File: src/rtl/fetch_sequencer.sv
// fetch_sequencer: owns the 12-bit program counter and sequences fetch,
// execute and operand cycles for one- and two-byte instructions.
module fetch_sequencer #(
  parameter logic [11:0] RESET_VECTOR = 12'h000
) (
  input  logic        CLK,
  input  logic        RESET,
  input  logic        run,
  input  logic [7:0]  rom_byte,
  input  logic [7:0]  instr_byte,
  input  logic        two_byte,
  input  logic        jump_taken,
  input  logic        halt_req,
  output logic [11:0] PC,
  output logic        fetch_en,
  output logic        exec_en,
  output logic        phase,
  output logic        halted
);

  localparam int unsigned PC_W = 12;

  typedef enum logic [1:0] {
    S_FETCH   = 2'd0,
    S_EXEC    = 2'd1,
    S_OPERAND = 2'd2,
    S_HALT    = 2'd3
  } state_t;

  state_t          state;
  logic [PC_W-1:0] pc_inc;
  logic [PC_W-1:0] jump_target;

  // Only the operand nibble of the instruction byte forms part of the target.
  logic unused_instr_hi;
  assign unused_instr_hi = ^instr_byte[7:4];

  // Increment wraps modulo 4096; the jump target is nibble:byte with no carry.
  assign pc_inc      = PC + PC_W'(1);
  assign jump_target = {instr_byte[3:0], rom_byte};

  // State and PC register; run=0 freezes both, HALT is left only by reset.
  always_ff @(posedge CLK or posedge RESET) begin
    if (RESET) begin
      state <= S_FETCH;
      PC    <= RESET_VECTOR;
    end else if (run) begin
      case (state)
        S_FETCH: begin
          PC    <= pc_inc;
          state <= S_EXEC;
        end
        S_EXEC: begin
          if (two_byte)      state <= S_OPERAND;
          else if (halt_req) state <= S_HALT;
          else               state <= S_FETCH;
        end
        S_OPERAND: begin
          PC    <= jump_taken ? jump_target : pc_inc;
          state <= S_FETCH;
        end
        S_HALT:  state <= S_HALT;
        default: state <= S_FETCH;
      endcase
    end
  end

  // Strobes decoded from the registered state and run; all forced low in reset.
  always_comb begin
    fetch_en = 1'b0;
    exec_en  = 1'b0;
    phase    = 1'b0;
    halted   = 1'b0;
    if (!RESET) begin
      phase  = (state != S_FETCH);
      halted = (state == S_HALT);
      if (run) begin
        case (state)
          S_FETCH:   fetch_en = 1'b1;
          S_EXEC:    exec_en  = !two_byte && !halt_req;
          S_OPERAND: exec_en  = 1'b1;
          default:   exec_en  = 1'b0;
        endcase
      end
    end
  end

endmodule

File: config.mk
export PLATFORM = sky130hd
export DESIGN_NAME = fetch_sequencer
export DESIGN_NICKNAME = d
export VERILOG_FILES = /design/src/rtl/fetch_sequencer.sv
export SDC_FILE = /design/constraint.sdc
export NUM_CORES = 1
export LEC_CHECK = 0
export ABC_AREA = 1
export BUFFER_PORTS_ARGS = -buffer_cell sky130_fd_sc_hd__buf_2
export CORE_MARGIN = 5
export CORE_UTILIZATION = 44
export DETAILED_ROUTE_END_ITERATION = 10
export PLACE_DENSITY = 0.75
export SLEW_MARGIN = 20
export SYNTH_ARGS = -nofsm -noshare
export SYNTH_HDL_FRONTEND = slang
export SYNTH_SLANG_ARGS = --single-unit
File: constraint.sdc
create_clock -name CLK -period 1.4 [get_ports CLK]
set_input_delay 0.28 -clock CLK [delete_from_list [all_inputs] [get_ports CLK]]
set_output_delay 0.28 -clock CLK [all_outputs]
set_load 0.05 [all_outputs]
==> run metrics, run 1 <==
Final Util=73.28%; Top delay family on crit path=flip-flops; top_reg_cell synth=dfrtp_1; area post-placement=1329 µm²; Vias=1,241; initial antenna violation count=0; # diodes=0; number of distinct library cells after synthesis=22; Fin. Hold Viols=0; nets=231; number of flops mapped to enable cells by yosys=0; Final WS setup=-0.2957 ns; failing checks=setup timing; status=complete, but fails checks; core area=2233 µm²; Worst path slowest cell=dfrtp_1; Post-Synthesis Cell Area=1030 µm²; Setup crit end kind=output pin; Cells after Synth=149; skew final=0.004616 ns; layout cells sized above 1=49.26%; Root Buffer=clkbuf_4; total track usage=18.19%; ys async rst share=100.0%; die span in y=58.38 µm; final instance area=1637 µm²; Synth top area share=34.02%; cts hold-fix bufs=0; synth warn=0; DRT iter0 DRCs=28; DRT Wirelength=3.411 mm; ANT nets after route=0; syn_area_per_cell=6.911 µm²; VDD IR-drop max=1.549 mV; Worst Hold Class=in -> async; Setup violations, final=16; RePlAce Congestion=0.7897; drc violations=0; Area Growth Syn to Fin=58.93%; Worst-path clk slew=0.09 ns; post-synth top area cell=dfrtp_1; CP Data Required Time=1.12 ns; WP data arrival=1.42 ns; CTS Sinks=14; I/O Buffers=33; pins over their slew limit=0; register area share after synthesis=34.02%; first-pass GRT wire length=4.816 mm; Yosys reg bits=14; most instantiated cells after synthesis=nand2_1, inv_1, dfrtp_1, nand3_1, nor2_1; Pwr Density=2243 nW/µm²; CTS max path bufs=2; pin count of the biggest net entering global routing=16; Post-Syn Nets=176; maximum clock rate=589.7 MHz; DR vias/cell=5.372; CP Launch Type=flip-flop; vias in the first global route=1,139; H-tree depth=1; TritonCTS clock tree=yes; later-pin clock latency in the skew report=0.29 ns; Bufs and invs on worst path=2; Static Leak=0.8207 nW; Rows=17; Top-Level Pins=38; slowest cell delay on critical path=0.41 ns; Initial Util=46.11%; fin cells=231; Pre-antenna DRT Iters=4; GRT Residual Overflow=0; dpl cells=218; Crit Path Category=reg -> out; WL/cell=14.77 µm; Final period util=121.1%; Slew HR=81.06%; worst slew pin tran=0.2835 ns; top-count cell post-synth=nand2_1; Die X=58.38 µm; unrepaired setup endpoints after global routing=yes; CP Cell Sequence=inv_2 -> ha_4 -> nand3_2 -> nor2_2 -> buf_6; max_cap viols=0; die area=3408 µm²; min cycle time layout=1.696 ns; crit-path max FO=3; CTS buffer count=3; Final HPWL DP=2.239 mm; Area contributors post-synth=dfrtp_1, nand2_1, inv_1
==> through the flow <==
step                power, W  hold slack (ns)  TNS [ns]  worst slack, ns
CTS                 0.003096          0.09329    -1.369          -0.2975
floorplan           0.002179           0.1767   -0.1896          -0.1087
detailed placement  0.002728           0.3956   -0.9358          -0.1086
finish              0.003671          0.09108    -2.548          -0.2957
global route        0.003881           0.1224    -3.714          -0.3595
global placement    0.002645           0.3857   -0.3754         -0.05445
==> per-layer routing <==
layer	track usage [%]	routed length, µm
met1	19.35	1281
met2	34.29	1859
met3	3.509	199
met4	7.947	70
met5	0	0
==> state kept, by name, summed over array words and instances (netlist names) <==
name,cells
PC,12
state,2
==> kinds of logic (layout without fill, tap and decap cells) <==
group | after synthesis | in the layout | synth area share (%)
AND/OR/NAND/NOR | 74 | 74 | 32.81
adder cells (fa/ha/maj) | 5 | 5 | 6.075
AO/OA/AOI/OAI | 28 | 28 | 15.80
buffers and inverters | 28 | 82 | 11.30
flip-flops | 14 | 14 | 34.02
==> worst paths after layout <==
check	start	endpoint	slack [ns]	depth (start not counted)
max	state[1]	exec_en	-0.30	5
min	RESET	PC[10]	0.09	3
max reg2reg	state[1]	PC[9]	-0.18	10
min reg2reg	PC[6]	PC[6]	0.55	2
max in group asynchronous	RESET	PC[1]	1.10	3
min in group CLK	rom_byte[0]	PC[0]	0.24	3
==> cell type report <==
class | count | area (µm²)
Multi-Input combinational cell | 107 | 730.7
Fill cell | 180 | 596.8
Sequential cell | 14 | 357.8
Timing Repair Buffer | 52 | 374.1
Tap cell | 28 | 35.03
Clock buffer | 4 | 36.28
Inverter | 26 | 102.6
==> repair_timing <==
item | in CTS | in global routing
pin swaps | 2 | 13
gates resized for setup | 14 | 50
buffers inserted | 0 | 10
endpoints found under the setup margin | 16 | 16
==> power breakdown <==
group | internal (W) | total (W) | switching, W
sequential | 0.000599 | 0.000823 | 0.000224
combinational | 0.000963 | 0.00254 | 0.00158
clock | 0.000159 | 0.000307 | 0.000149
total | 0.00172 | 0.00367 | 0.00195
==> worst register-to-register path, cell delays in order, from the launching register on <==
cell and delay, ns:
dfrtp_1 0.41, inv_2 0.09, ha_4 0.18, buf_6 0.11, o21ai_4 0.18, clkinv_4 0.12, buf_4 0.15, o21ai_1 0.06
inv_1 0.05, nand2_1 0.06, nand2_1 0.06
==> placed cells by master, fill, tap and decap left out, types with 3 or more instances in the layout <==
| cell | count |
|---|---|
| o21ai_1 | 5 |
| dfrtp_2 | 6 |
| buf_8 | 3 |
| nor2_4 | 4 |
| ha_4 | 4 |
| inv_1 | 21 |
| nand3_1 | 11 |
| nand3b_1 | 3 |
| buf_6 | 9 |
| buf_4 | 11 |
| buf_2 | 29 |
| inv_2 | 4 |
| o22ai_1 | 3 |
| a21oi_1 | 5 |
| nand2_1 | 35 |
| nor2_1 | 8 |
| nand2_2 | 3 |
| clkbuf_4 | 3 |
| dfrtp_1 | 8 |
| o21ai_2 | 7 |
| nor2_2 | 3 |
Power figures use the tool's default switching activity.
==> run 2, diff against run 1 <==
--- a/constraint.sdc
+++ b/constraint.sdc
@@ -3,2 +3,2 @@
 set_output_delay 0.28 -clock CLK [all_outputs]
-set_load 0.05 [all_outputs]
+set_load 0.1 [all_outputs]
==> run metrics, run 2 (synthesized netlist as in run 1, its figures left out) <==
status=complete, but fails checks (unchanged); failing checks=setup timing (unchanged); Final period util=126.0% (was 121.1%); Die X=58.38 µm (unchanged); Setup violations, final=16 (unchanged); skew final=0.02016 ns (was 0.004616 ns); worst slew pin tran=0.2858 ns (was 0.2835 ns); crit-path max FO=3 (unchanged); TritonCTS clock tree=yes (unchanged); CTS Sinks=14 (unchanged); DR vias/cell=5.530 (was 5.372); Pwr Density=2710 nW/µm² (was 2243 nW/µm²); min cycle time layout=1.764 ns (was 1.696 ns); Largest regs=PC (12), state (2) (unchanged); H-tree depth=1 (unchanged); CP Cell Sequence=inv_2 -> ha_4 -> nand3_4 -> nor2_4 -> buf_12 (was inv_2 -> ha_4 -> nand3_2 -> nor2_2 -> buf_6); Worst setup startpoint=state[0] (was state[1]); total track usage=20.33% (was 18.19%); Worst-path clk slew=0.12 ns (was 0.09 ns); Vias=1,272 (was 1,241); RePlAce Congestion=0.7932 (was 0.7897); CTS max path bufs=2 (unchanged); Rows=17 (unchanged); nets=230 (was 231); maximum clock rate=566.8 MHz (was 589.7 MHz); die area=3408 µm² (unchanged); WP data arrival=1.48 ns (was 1.42 ns); Top delay family on crit path=flip-flops (unchanged); Fin. Hold Viols=0 (unchanged); Final HPWL DP=2.279 mm (was 2.239 mm); dpl cells=217 (was 218); Top-Level Pins=38 (unchanged); Pre-antenna DRT Iters=4 (unchanged); Slew HR=80.90% (was 81.06%); # diodes=0 (unchanged); Setup TNS=-3.517 ns (was -2.548 ns); vias in the first global route=1,210 (was 1,139); DRT Wirelength=3.952 mm (was 3.411 mm); Worst R2R Start=state[0] (was state[1]); ANT nets after route=0 (unchanged); Bufs and invs on worst path=2 (unchanged); DRT iter0 DRCs=74 (was 28); pin count of the biggest net entering global routing=15 (was 16); Final Util=82.52% (was 73.28%); CP Data Required Time=1.12 ns (about the same); initial antenna violation count=0 (unchanged); pins over their slew limit=0 (unchanged); core area=2233 µm² (unchanged); VDD IR-drop max=2.112 mV (was 1.549 mV); layout cells sized above 1=52.97% (was 49.26%); Root Buffer=clkbuf_4 (unchanged); Final WS setup=-0.3643 ns (was -0.2957 ns); Worst Hold Class=in -> async (unchanged); fin cells=230 (was 231); unrepaired setup endpoints after global routing=yes (unchanged); later-pin clock latency in the skew report=0.31 ns (was 0.29 ns); dpl ws=-0.1358 ns (was -0.1086 ns); CP Launch Type=flip-flop (unchanged); I/O Buffers=33 (unchanged); WL/cell=17.18 µm (was 14.77 µm); most frequent cells in the layout=nand2_1, inv_1, buf_2 (was nand2_1, buf_2, inv_1); Static Leak=0.8479 nW (was 0.8207 nW); die span in y=58.38 µm (unchanged); Setup crit end kind=output pin (unchanged); CTS buffer count=3 (unchanged); Crit Path Category=reg -> out (unchanged); max_cap viols=0 (unchanged); max reg flops=12 (unchanged); drc violations=0 (unchanged); Initial Util=46.11% (unchanged); first-pass GRT wire length=5.388 mm (was 4.816 mm); commonest non-fill, non-tap cell in the layout=nand2_1 (unchanged); GRT Residual Overflow=0 (unchanged); slowest cell delay on critical path=0.43 ns (was 0.41 ns); Tot Pwr=0.004995 W (was 0.003671 W); Area Growth Syn to Fin=78.98% (was 58.93%); largest register by flop count=PC (unchanged); Worst path slowest cell=dfrtp_1 (unchanged)
## run 2: cell types whose count changed in the layout (fill, tap and decap cells not counted), moves of 4 or more
cell	delta
buf_12	+16
dfrtp_4	+7
buf_6	-4
buf_2	-12
o21ai_0	+5
dfrtp_1	-6
## run 2: routing by layer
metal	track usage, %	wire length [µm]	vias to the layer above
li1	-	-	589
met1	22.96	1392	592
met2	37.16	2098	66
met3	3.509	252	25
met4	8.609	208	0
met5	0	0	-
## run 2: final timing paths
kind / cells after the start / slack [ns] / endpoint
min reg2reg: 2 / 0.57 / PC[10]
min: 3 / 0.14 / state[1]
max in group asynchronous: 3 / 1.04 / PC[5]
max: 5 / -0.36 / exec_en
min in group CLK: 3 / 0.24 / PC[1]
max reg2reg: 8 / -0.33 / PC[8]
## run 2: cell type report
| cell class | count | area [µm²] |
|---|---|---|
| fill | 117 | 390.4 |
| sequential | 14 | 382.9 |
| multi-input combinational | 107 | 724.4 |
| tap | 28 | 35.03 |
| timing repair inverter | 1 | 7.507 |
| timing repair buffer | 50 | 551.8 |
| clock buffer | 4 | 36.28 |
| inverter | 26 | 105.1 |
## run 2: per-stage QoR
stage / instance area [µm²] / hold slack [ns]
global route: 1843 / 0.1597
floorplan: 1120 / 0.1770
detailed placement: 1612 / 0.4055
global placement: 1612 / 0.4018
finish: 1843 / 0.1428
CTS: 1749 / 0.1455
## run 2: tightest hold or removal path, stage by stage
cell	delay [ns]
buf_2	0.16
inv_1	0.14
buf_4	0.25
## run 2: timing repair
action	4_1_cts	5_1_grt
pin swaps	9	8
buffers inserted	5	4
resized for setup	16	21
cloned	1	0
setup endpoints to repair	16	16
hold buffers	0	0
## run 2: power by group
part           internal (W)  switching, W  total, W
Combinational       0.00140       0.00227   0.00367
Clock              0.000159      0.000167  0.000326
Sequential         0.000659      0.000339  0.000998
==> run 3, diff against run 2 <==
==> constraint.sdc (replaced) <==
create_clock -name CLK -period 1.4 [get_ports CLK]
set_input_delay 0.07 -clock CLK [delete_from_list [all_inputs] [get_ports CLK]]
set_output_delay 0.07 -clock CLK [all_outputs]
set_load 0.1 [all_outputs]
==> run metrics, run 3 (synthesized netlist as in run 1, its figures left out) <==
maximum clock rate=648.0 MHz (was 566.8 MHz); Final Util=72.77% (was 82.52%); first-pass GRT wire length=5.016 mm (was 5.388 mm); CP Launch Type=flip-flop (unchanged); status=complete, but fails checks (unchanged); failing checks=setup timing (unchanged); CTS max path bufs=2 (unchanged); ANT nets after route=0 (unchanged); CP Cell Sequence=inv_2 -> ha_4 -> buf_4 -> o21ai_4 -> inv_4 -> buf_8 -> a21oi_2 -> a21oi_1 (was inv_2 -> ha_4 -> nand3_4 -> nor2_4 -> buf_12); worst slew pin tran=0.4856 ns (was 0.2858 ns); WP data arrival=1.71 ns (was 1.48 ns); later-pin clock latency in the skew report=0.28 ns (was 0.31 ns); # diodes=0 (unchanged); largest register by flop count=PC (unchanged); Final HPWL DP=2.111 mm (was 2.279 mm); drc violations=0 (unchanged); DRT Wirelength=3.264 mm (was 3.952 mm); Seq pwr share=19.7% (was 20.0%); Int Power=0.001648 W (was 0.002214 W); area post-placement=1388 µm² (was 1612 µm²); Final period util=110.2% (was 126.0%); DR vias/cell=5.160 (was 5.530); die span in y=58.38 µm (unchanged); Setup TNS=-1.320 ns (was -3.517 ns); CTS buffer count=3 (unchanged); Root Buffer=clkbuf_4 (unchanged); DRT iter0 DRCs=35 (was 74); Largest regs=PC (12), state (2) (unchanged); unrepaired setup endpoints after global routing=yes (unchanged); RePlAce Congestion=0.8072 (was 0.7932); Bufs and invs on worst path=4 (was 2); Top-Level Pins=38 (unchanged); Setup crit end kind=flip-flop (was output pin); slowest cell delay on critical path=0.43 ns (about the same); Pwr Density=2582 nW/µm² (was 2710 nW/µm²); fin cells=231 (was 230); Die X=58.38 µm (unchanged); max reg flops=12 (unchanged); Worst path slowest cell=dfrtp_1 (unchanged); initial antenna violation count=0 (unchanged); skew final=0.005240 ns (was 0.02016 ns); most frequent cells in the layout=nand2_1, buf_2, inv_1 (was nand2_1, inv_1, buf_2); Slew HR=67.85% (was 80.90%); VDD IR-drop max=1.767 mV (was 2.112 mV); Rows=17 (unchanged); core area=2233 µm² (unchanged); total track usage=19.07% (was 20.33%); Vias=1,192 (was 1,272); max_cap viols=0 (unchanged); CP Data Required Time=1.56 ns (was 1.12 ns); Crit Path Category=reg -> reg (was reg -> out); Worst-path clk slew=0.09 ns (was 0.12 ns); combinational power share=74.4% (was 73.5%); nets=231 (was 230); min cycle time layout=1.543 ns (was 1.764 ns); dpl cells=218 (was 217); Initial Util=46.11% (unchanged); switching power=0.002549 W (was 0.002781 W); I/O Buffers=33 (unchanged); Static Leak=0.8088 nW (was 0.8479 nW); commonest non-fill, non-tap cell in the layout=nand2_1 (unchanged); GRT Residual Overflow=0 (unchanged); switching share of power=60.73% (was 55.68%); Worst Hold Class=in -> reg (was in -> async); pin count of the biggest net entering global routing=15 (unchanged); WL/cell=14.13 µm (was 17.18 µm); layout cells sized above 1=47.78% (was 52.97%); Setup violations, final=15 (was 16); H-tree depth=1 (unchanged); Final WS setup=-0.1431 ns (was -0.3643 ns); Area Growth Syn to Fin=57.84% (was 78.98%); CTS Sinks=14 (unchanged); Sequential Area=364.1 µm² (was 382.9 µm²); Multi-input gate area=706.9 µm² (was 724.4 µm²); FILL cells=177 (was 117); die area=3408 µm² (unchanged); vias in the first global route=1,129 (was 1,210); pins over their slew limit=0 (unchanged); Fin. Hold Viols=0 (unchanged); clock power share=5.9% (was 6.5%); crit-path max FO=8 (was 3); Top delay family on crit path=buffers and inverters (was flip-flops); final instance area=1625 µm² (was 1843 µm²); TritonCTS clock tree=yes (unchanged); Pre-antenna DRT Iters=4 (unchanged)
==> run 3: cell count changes in the layout (fill, tap and decap cells not counted), moves of 4 or more <==
cell / before / now
buf_12: 16 / 4
buf_2: 17 / 29
dfrtp_2: 5 / 11
dfrtp_4: 7 / 0
nand2_2: 6 / 2
o21ai_0: 5 / 0
o21ai_1: 2 / 9
==> run 3: worst reg2reg max path, stage by stage, from the launching register on <==
cell	delay, ns
dfrtp_1	0.43
inv_2	0.08
ha_4	0.17
buf_4	0.13
o21ai_4	0.21
inv_4	0.10
buf_8	0.15
a21oi_2	0.11
a21oi_1	0.05
==> run 3: layout make-up <==
type | count | area share, %
flip-flops and latches | 14 | 22.40
repair buffers | 52 | 24.17
inverters | 26 | 6.159
multi-input cells | 107 | 43.49
well taps | 28 | 2.156
clock buffers | 4 | 1.617
==> run 3: timing repair <==
action / 4_1_cts / 5_1_grt
setup endpoints to repair: 15 / 16
setup buffers: 6 / 2
cloned: 0 / 0
hold buffers: 1 / 0
pin swaps: 6 / 9
endpoints found under the hold margin: 14 / 0
gates resized for setup: 21 / 22
==> run 3: final timing paths <==
| check | start | to | slack (ns) | cells after the start |
|---|---|---|---|---|
| max | state[1] | PC[4] | -0.14 | 8 |
| min | rom_byte[1] | PC[1] | 0.08 | 3 |
| max reg2reg | state[1] | PC[4] | -0.14 | 8 |
| min reg2reg | PC[10] | PC[10] | 0.53 | 2 |
| max in group asynchronous | RESET | PC[3] | 0.67 | 4 |
| min in group asynchronous | RESET | PC[9] | 0.53 | 4 |
==> run 3: per-layer routing <==
layer  GRT usage [%]  vias up  wire, µm
met2           34.61       57      1642
met3           4.386       10       236
met1           21.93      535      1285
met4           5.960        0        99
met5               0        -         0
li1                -      590         -
==> run 3: power by group through the flow <==
stage	clock (W)	combinational, W	sequential [W]
floorplan	0	0.000950	0.00187
global placement	0	0.00257	0.000803
detailed placement	0	0.00261	0.000817
CTS	0.000248	0.00291	0.000813
global route	0.000268	0.00328	0.000856
finish	0.000247	0.00312	0.000826
==> run 3: stage by stage <==
step / total power [W] / hold WS [ns] / worst slack (ns)
after CTS: 0.003972 / 0.06449 / -0.1309
after global routing: 0.004405 / 0.07449 / -0.1947
final: 0.004197 / 0.07522 / -0.1431
after floorplan: 0.002821 / -0.03359 / -0.2656
after global placement: 0.003370 / 0.1892 / -0.02970
after detailed placement: 0.003431 / 0.1991 / -0.07985
